File: src/rtl/pipe_ctrl_unit.sv
// pipe_ctrl_unit: RV32I main control unit. Decodes the D-stage opcode, carries the
// write-side controls down a STAGES-deep control pipe, and handles load-use stalls,
// branch flush bubbles, external hold and illegal-opcode detection.
// Optional feature macro: CSR_SUPPORT_EN (adds the csr_f3_D input and SYSTEM/CSR decode).
module pipe_ctrl_unit #(
    parameter int unsigned STAGES   = 2,
    parameter int unsigned LOAD_LAT = 1
) (
    input  logic       clk_o,
    input  logic       reset,
    input  logic       valid_D,
    input  logic [6:0] opcode_D,
    input  logic [4:0] rd_D,
    input  logic [4:0] rs1_D,
    input  logic [4:0] rs2_D,
`ifdef CSR_SUPPORT_EN
    input  logic [2:0] csr_f3_D,
`endif
    input  logic       stall_ext,
    input  logic       flush,
    output logic       alu_op,
    output logic       sel_A,
    output logic       sel_B,
    output logic       reg_wr_W,
    output logic       cs_W,
    output logic       wr_W,
    output logic [1:0] wb_sel_W,
    output logic       csr_rd_W,
    output logic       csr_wr_W,
    output logic       stall_D,
    output logic       illegal_D
);

    localparam int unsigned CNT_W = 3;

    localparam logic [6:0] OP_R     = 7'b0110011;
    localparam logic [6:0] OP_I     = 7'b0010011;
    localparam logic [6:0] OP_LOAD  = 7'b0000011;
    localparam logic [6:0] OP_STORE = 7'b0100011;
    localparam logic [6:0] OP_BR    = 7'b1100011;
    localparam logic [6:0] OP_JAL   = 7'b1101111;
    localparam logic [6:0] OP_JALR  = 7'b1100111;
    localparam logic [6:0] OP_AUIPC = 7'b0010111;
    localparam logic [6:0] OP_LUI   = 7'b0110111;
`ifdef CSR_SUPPORT_EN
    localparam logic [6:0] OP_SYS   = 7'b1110011;
`endif

    // Write-side controls carried from decode to W; cs is active-low.
    typedef struct packed {
        logic       reg_wr;
        logic       cs;
        logic       wr;
        logic [1:0] wb_sel;
`ifdef CSR_SUPPORT_EN
        logic       csr_rd;
        logic       csr_wr;
`endif
    } ctrl_t;

    localparam ctrl_t BUBBLE = '{cs: 1'b1, default: '0};

    typedef enum logic {RUN = 1'b0, HAZ = 1'b1} state_t;

    state_t             state_q, state_d;
    logic [CNT_W-1:0]   cnt_q, cnt_d;
    ctrl_t              pipe_q [STAGES];
    logic               ld1_q;
    logic [4:0]         ld_rd1_q;

    ctrl_t              dec;
    logic               dec_load;
    logic               unknown;
    logic               bubble_in;
    logic               haz_det;

    // Opcode decode; invalid or unknown instructions collapse to a bubble.
    always_comb begin
        dec      = BUBBLE;
        dec_load = 1'b0;
        unknown  = 1'b0;
        alu_op   = 1'b0;
        sel_A    = 1'b0;
        sel_B    = 1'b0;
        case (opcode_D)
            OP_R: begin
                alu_op     = 1'b1;
                dec.reg_wr = 1'b1;
            end
            OP_I: begin
                alu_op     = 1'b1;
                dec.reg_wr = 1'b1;
                sel_B      = 1'b1;
            end
            OP_LOAD: begin
                dec.reg_wr = 1'b1;
                dec.wb_sel = 2'b01;
                dec.cs     = 1'b0;
                sel_B      = 1'b1;
                dec_load   = 1'b1;
            end
            OP_STORE: begin
                dec.wr = 1'b1;
                dec.cs = 1'b0;
                sel_B  = 1'b1;
            end
            OP_BR: begin
                sel_A = 1'b1;
                sel_B = 1'b1;
            end
            OP_JAL: begin
                dec.wb_sel = 2'b10;
                dec.reg_wr = 1'b1;
                sel_A      = 1'b1;
                sel_B      = 1'b1;
            end
            OP_JALR: begin
                dec.wb_sel = 2'b10;
                dec.reg_wr = 1'b1;
                sel_B      = 1'b1;
            end
            OP_AUIPC: begin
                dec.reg_wr = 1'b1;
                sel_A      = 1'b1;
                sel_B      = 1'b1;
            end
            OP_LUI: begin
                dec.reg_wr = 1'b1;
                sel_B      = 1'b1;
            end
`ifdef CSR_SUPPORT_EN
            OP_SYS: begin
                dec.reg_wr = 1'b1;
                dec.wb_sel = 2'b11;
                dec.csr_rd = 1'b1;
                dec.csr_wr = (csr_f3_D != 3'b000);
            end
`endif
            default: unknown = 1'b1;
        endcase
        if (!valid_D || unknown) begin
            dec      = BUBBLE;
            dec_load = 1'b0;
            alu_op   = 1'b0;
            sel_A    = 1'b0;
            sel_B    = 1'b0;
        end
    end

    assign illegal_D = valid_D & unknown;

    // Load in stage 1 whose destination is read by the D instruction.
    assign haz_det = ld1_q && (ld_rd1_q != 5'd0) && valid_D &&
                     ((ld_rd1_q == rs1_D) || (ld_rd1_q == rs2_D));

    // Hazard FSM next state, stall and bubble selection.
    always_comb begin
        state_d   = state_q;
        cnt_d     = cnt_q;
        stall_D   = 1'b0;
        bubble_in = 1'b0;
        if (stall_ext) begin
            stall_D = 1'b1;
        end else if (flush) begin
            state_d   = RUN;
            cnt_d     = '0;
            bubble_in = 1'b1;
        end else if (state_q == HAZ) begin
            stall_D   = 1'b1;
            bubble_in = 1'b1;
            if (cnt_q <= CNT_W'(1)) begin
                state_d = RUN;
                cnt_d   = '0;
            end else begin
                cnt_d = cnt_q - CNT_W'(1);
            end
        end else if (haz_det) begin
            // The detection cycle is the first stall cycle; HAZ covers the rest.
            stall_D   = 1'b1;
            bubble_in = 1'b1;
            if (LOAD_LAT > 1) begin
                state_d = HAZ;
                cnt_d   = CNT_W'(LOAD_LAT - 1);
            end
        end
    end

    // FSM state and stall counter.
    always_ff @(posedge clk_o or posedge reset) begin
        if (reset) begin
            state_q <= RUN;
            cnt_q   <= '0;
        end else begin
            state_q <= state_d;
            cnt_q   <= cnt_d;
        end
    end

    // Control pipe shift; frozen while stall_ext is high.
    always_ff @(posedge clk_o or posedge reset) begin
        if (reset) begin
            for (int i = 0; i < int'(STAGES); i++) begin
                pipe_q[i] <= BUBBLE;
            end
            ld1_q    <= 1'b0;
            ld_rd1_q <= 5'd0;
        end else if (!stall_ext) begin
            pipe_q[0] <= bubble_in ? BUBBLE : dec;
            ld1_q     <= !bubble_in && dec_load;
            ld_rd1_q  <= rd_D;
            for (int i = 1; i < int'(STAGES); i++) begin
                pipe_q[i] <= pipe_q[i-1];
            end
        end
    end

    assign reg_wr_W = pipe_q[STAGES-1].reg_wr;
    assign cs_W     = pipe_q[STAGES-1].cs;
    assign wr_W     = pipe_q[STAGES-1].wr;
    assign wb_sel_W = pipe_q[STAGES-1].wb_sel;
`ifdef CSR_SUPPORT_EN
    assign csr_rd_W = pipe_q[STAGES-1].csr_rd;
    assign csr_wr_W = pipe_q[STAGES-1].csr_wr;
`else
    assign csr_rd_W = 1'b0;
    assign csr_wr_W = 1'b0;
`endif

endmodule

File: config.mk
export PLATFORM = sky130hd
export DESIGN_NAME = pipe_ctrl_unit
export DESIGN_NICKNAME = d
export VERILOG_FILES = /design/src/rtl/pipe_ctrl_unit.sv
export SDC_FILE = /design/constraint.sdc
export NUM_CORES = 1
export LEC_CHECK = 0
export ABC_CLOCK_PERIOD_IN_PS = 1450
export CAP_MARGIN = 10
export CORE_ASPECT_RATIO = 0.7
export CORE_UTILIZATION = 40
export CTS_CLUSTER_SIZE = 24
export DETAILED_ROUTE_END_ITERATION = 6
export GPL_ROUTABILITY_DRIVEN = 0
export HOLD_SLACK_MARGIN = 0.08
export PLACE_DENSITY = 0.81
export REMOVE_ABC_BUFFERS = 1
export SLEW_MARGIN = 40
export SYNTH_ARGS = -nofsm -noshare
export SYNTH_HDL_FRONTEND = slang
export SYNTH_SLANG_ARGS = --single-unit
File: constraint.sdc
create_clock -name clk_o -period 1.45 [get_ports clk_o]
set_input_delay 0.29 -clock clk_o [delete_from_list [all_inputs] [get_ports clk_o]]
set_output_delay 0.29 -clock clk_o [all_outputs]
set_load 0.02 [all_outputs]
==> flow_metrics.env <==
export IMPL_grt_pass1_vias=1102
export IMPL_h_tree_depth=1
export IMPL_dpl_cell_area_sq_um=1668
export IMPL_max_freq_mhz=510.3
export IMPL_die_w_microns=65.63
export IMPL_hold_viol=0
export IMPL_path_clk_slew_ns=0.07
export IMPL_p_seq_share_pct=45.2
export IMPL_hold_class="in -> async"
export IMPL_r2r_end="ld1_q$_DFFE_PP0N_"
export IMPL_synthCells=116
export IMPL_final_cell_mix="buf_4 (37), clkdlybuf4s50_1 (18), dfrtp_1 (17)"
export IMPL_path_class="reg -> out"
export IMPL_cp_num_buf_inv=1
export IMPL_clk_latency_ns=0.26
export IMPL_busiest_layer="met2"
export IMPL_n_antenna_cell=0
export IMPL_grt_pass1_wl_microns=5209
export IMPL_fin_ws_ns=-0.5097
export IMPL_cts_tree="built"
export IMPL_io_pins=39
export IMPL_r2r_start="ld_rd1_q[1]$_DFFE_PP0N_"
export IMPL_hpwlAfterDp_microns=2247
export IMPL_p_comb_share_pct=25.4
export IMPL_drc=0
export IMPL_coreArea_sq_um=2571
export IMPL_firstDrtPassIters=4
export IMPL_die_h_microns=46.54
export IMPL_grt_max_degree=20
export IMPL_syn2layout_area_growth_pct=69.43
export IMPL_ys_seq_area_share_pct=42.16
export IMPL_async_flop_share_pct=100.0
export IMPL_syn_area_sq_um=1134
export IMPL_critPathLaunchType="flip-flop"
export IMPL_cp_required_ns=1.16
export IMPL_vias=1165
export IMPL_cts_sinks=19
export IMPL_cp_max_fo=3
export IMPL_drt_iter0_drc=51
export IMPL_use_met1_pct=28.22
export IMPL_cts_hold_buf=0
export IMPL_power_switching_uw=344.6
export IMPL_final_common_cell="buf_4"
export IMPL_maxCapViolations=0
export IMPL_final_nets=217
export IMPL_synth_ff_type="dfrtp_1"
export IMPL_rrSetupSlack_ns=-0.24
export IMPL_p_int_uw=914.3
export IMPL_ys_seq_elements=19
export IMPL_min_period_ns=1.960
export IMPL_cts_buffer_depth=2
export IMPL_track_usage_pct=23.93
export IMPL_postRouteWirelength_microns=3525
export IMPL_design_area_sq_um=1921
export IMPL_io_buffers=36
export IMPL_global_route_usage_met3_pct=7.673
export IMPL_grt_ovfl_total=0
export IMPL_dieArea_sq_um=3054
export IMPL_cp_arrival_ns=1.67
export IMPL_route_detailed_wl_per_inst_microns=15.95
export IMPL_postLayoutCoreUtil_pct=74.70
export IMPL_path_delay_family="simple AND/OR/NAND/NOR gates"
export IMPL_detail_route_antenna_nets=0
export IMPL_setup_violations=9
export IMPL_clkPwrFrac_pct=29.4
export IMPL_drt_vias_per_instance=5.271
export IMPL_rsz0062_at_grt="true"
export IMPL_power_leakage_uw=0.0008692
export IMPL_synth_enable_flop_cells=0
export IMPL_slowest_stage="or4_4"
export IMPL_layout_drive_gt1_share_pct=47.06
export IMPL_row_count=15
export IMPL_yosys_warnings=0
export IMPL_yosysUniqueCellTypes=36
export IMPL_status="complete, but fails checks"
export IMPL_cpPeakStageDelay_ns=0.56
export IMPL_cts_buffers=3
export IMPL_slew_viol_final=0
export IMPL_critPathCaptureType="output port"
export IMPL_rr_worst_depth=5
export IMPL_avgSynthCellArea_sq_um=9.772
export IMPL_switching_share_pct=27.37
export IMPL_use_met2_pct=40.82
export IMPL_power_density_nw_per_um2=655.5
export IMPL_finalCritPeriodShare_pct=135.1
export IMPL_start_util_pct=44.09
export IMPL_peakVddDrop_mv=0.6410
export IMPL_fin_skew_ns=0.001232
export IMPL_clockRootBuffer="clkbuf_8"
export IMPL_violations="setup timing"
export IMPL_path_cells="or4_4, o211ai_2, o31ai_1, buf_2"
export IMPL_antenna_found_initial=0
## registers in the layout, summed over array words and instances, names as in the netlist
| register | count |
|---|---|
| pipe_q | 4 |
| state_q | 1 |
| wr_W | 1 |
| ld_rd1_q | 5 |
| ld1_q | 1 |
| cnt_q | 3 |
| cs_W | 1 |
| reg_wr_W | 1 |
| wb_sel_W | 2 |
## worst register-to-register path: cells and delay by family, from the launching register on
family                 cells  cell delay [ns]
buffers and inverters      1             0.16
AND/OR/NAND/NOR            1             0.56
flip-flops                 1             0.42
AO/OA/AOI/OAI              3             0.46
## cells by family (layout without fill, tap and decap cells)
group                      after synthesis  in the layout  share of synthesized area [%]
AOI/OAI and AO/OA                       29             29                          18.76
muxes                                    9              9                          8.941
other                                    1              2                         0.3308
xor gates and xnor gates                10             10                          7.726
adders and majority gates                2              2                          2.207
DFF                                     19             19                          42.16
and+or+nand+nor                         32             32                          13.91
buffers and inverters                   14             84                          5.961
## how the worst max path moves through the flow
stage | start | endpoint | slack [ns] | depth (start not counted)
3_3_place_gp | opcode_D[4] | illegal_D | -0.93 | 7
6_report | ld_rd1_q[1]$_DFFE_PP0N_ | stall_D | -0.51 | 4
4_1_cts | ld_rd1_q[4]$_DFFE_PP0N_ | stall_D | -0.49 | 5
3_5_place_dp | opcode_D[4] | illegal_D | -0.97 | 7
5_1_grt | ld_rd1_q[2]$_DFFE_PP0N_ | stall_D | -0.56 | 5
2_1_floorplan | ld_rd1_q[2]$_DFFE_PP0N_ | stall_D | -0.33 | 4
## cells in the mapped netlist, types with 2 or more instances
library cell / n / area, sq um
buf_4: 4 / 30.03
nand3_1: 2 / 10.01
ha_1: 2 / 25.02
nand2_1: 8 / 30.03
clkbuf_1: 2 / 7.510
nor2_1: 10 / 37.54
xor2_1: 10 / 87.58
o21ai_0: 9 / 45.04
inv_1: 8 / 30.03
dfstp_2: 2 / 52.55
a21oi_1: 5 / 25.02
dfrtp_1: 17 / 425.4
o31ai_1: 2 / 15.01
mux2_2: 9 / 101.4
nor3_1: 3 / 15.01
nor2b_1: 2 / 12.51
o31ai_2: 2 / 25.02
## layout make-up
cell class,instances,area [sq um]
well taps,34,42.54
clock buffers,4,45.04
multi-input cells,84,709.4
inverters,8,32.53
fillers,167,650.6
repair buffers,72,613.1
flip-flops and latches,19,478.0
## power groups by stage
stage / clock, uW / sequential, uW / combinational [uW]
2_1_floorplan: 0 / 579 / 104
3_3_place_gp: 0 / 578 / 261
3_5_place_dp: 0 / 580 / 269
4_1_cts: 384 / 568 / 293
5_1_grt: 400 / 572 / 342
6_report: 370 / 569 / 320
## repair_timing
action	4_1_cts	5_1_grt
pin swaps	11	11
cloned	0	0
endpoints found under the setup margin	18	13
gates resized for setup	81	24
buffers inserted	10	4
## metrics by stage
stage,TNS (ns),worst slack [ns],hold WS [ns],power [uW],std cells
final,-1.564,-0.5097,0.3424,1259,221
after global routing,-1.910,-0.5603,0.3398,1314,221
after CTS,-1.430,-0.4939,0.3260,1245,217
after detailed placement,-7.537,-0.9677,0.4761,848.5,203
after global placement,-6.683,-0.9324,0.4689,838.6,203
after floorplan,-0.4427,-0.3258,0.2397,682.6,111
## metal layers
metal	up-vias	wire, microns	part of all wire (%)
met2	46	1737	49
met5	-	0	0
li1	547	-	-
met4	0	96	2.7
met1	562	1512	43
met3	10	178	5.0
No activity file was read; power rests on OpenSTA's default activity.
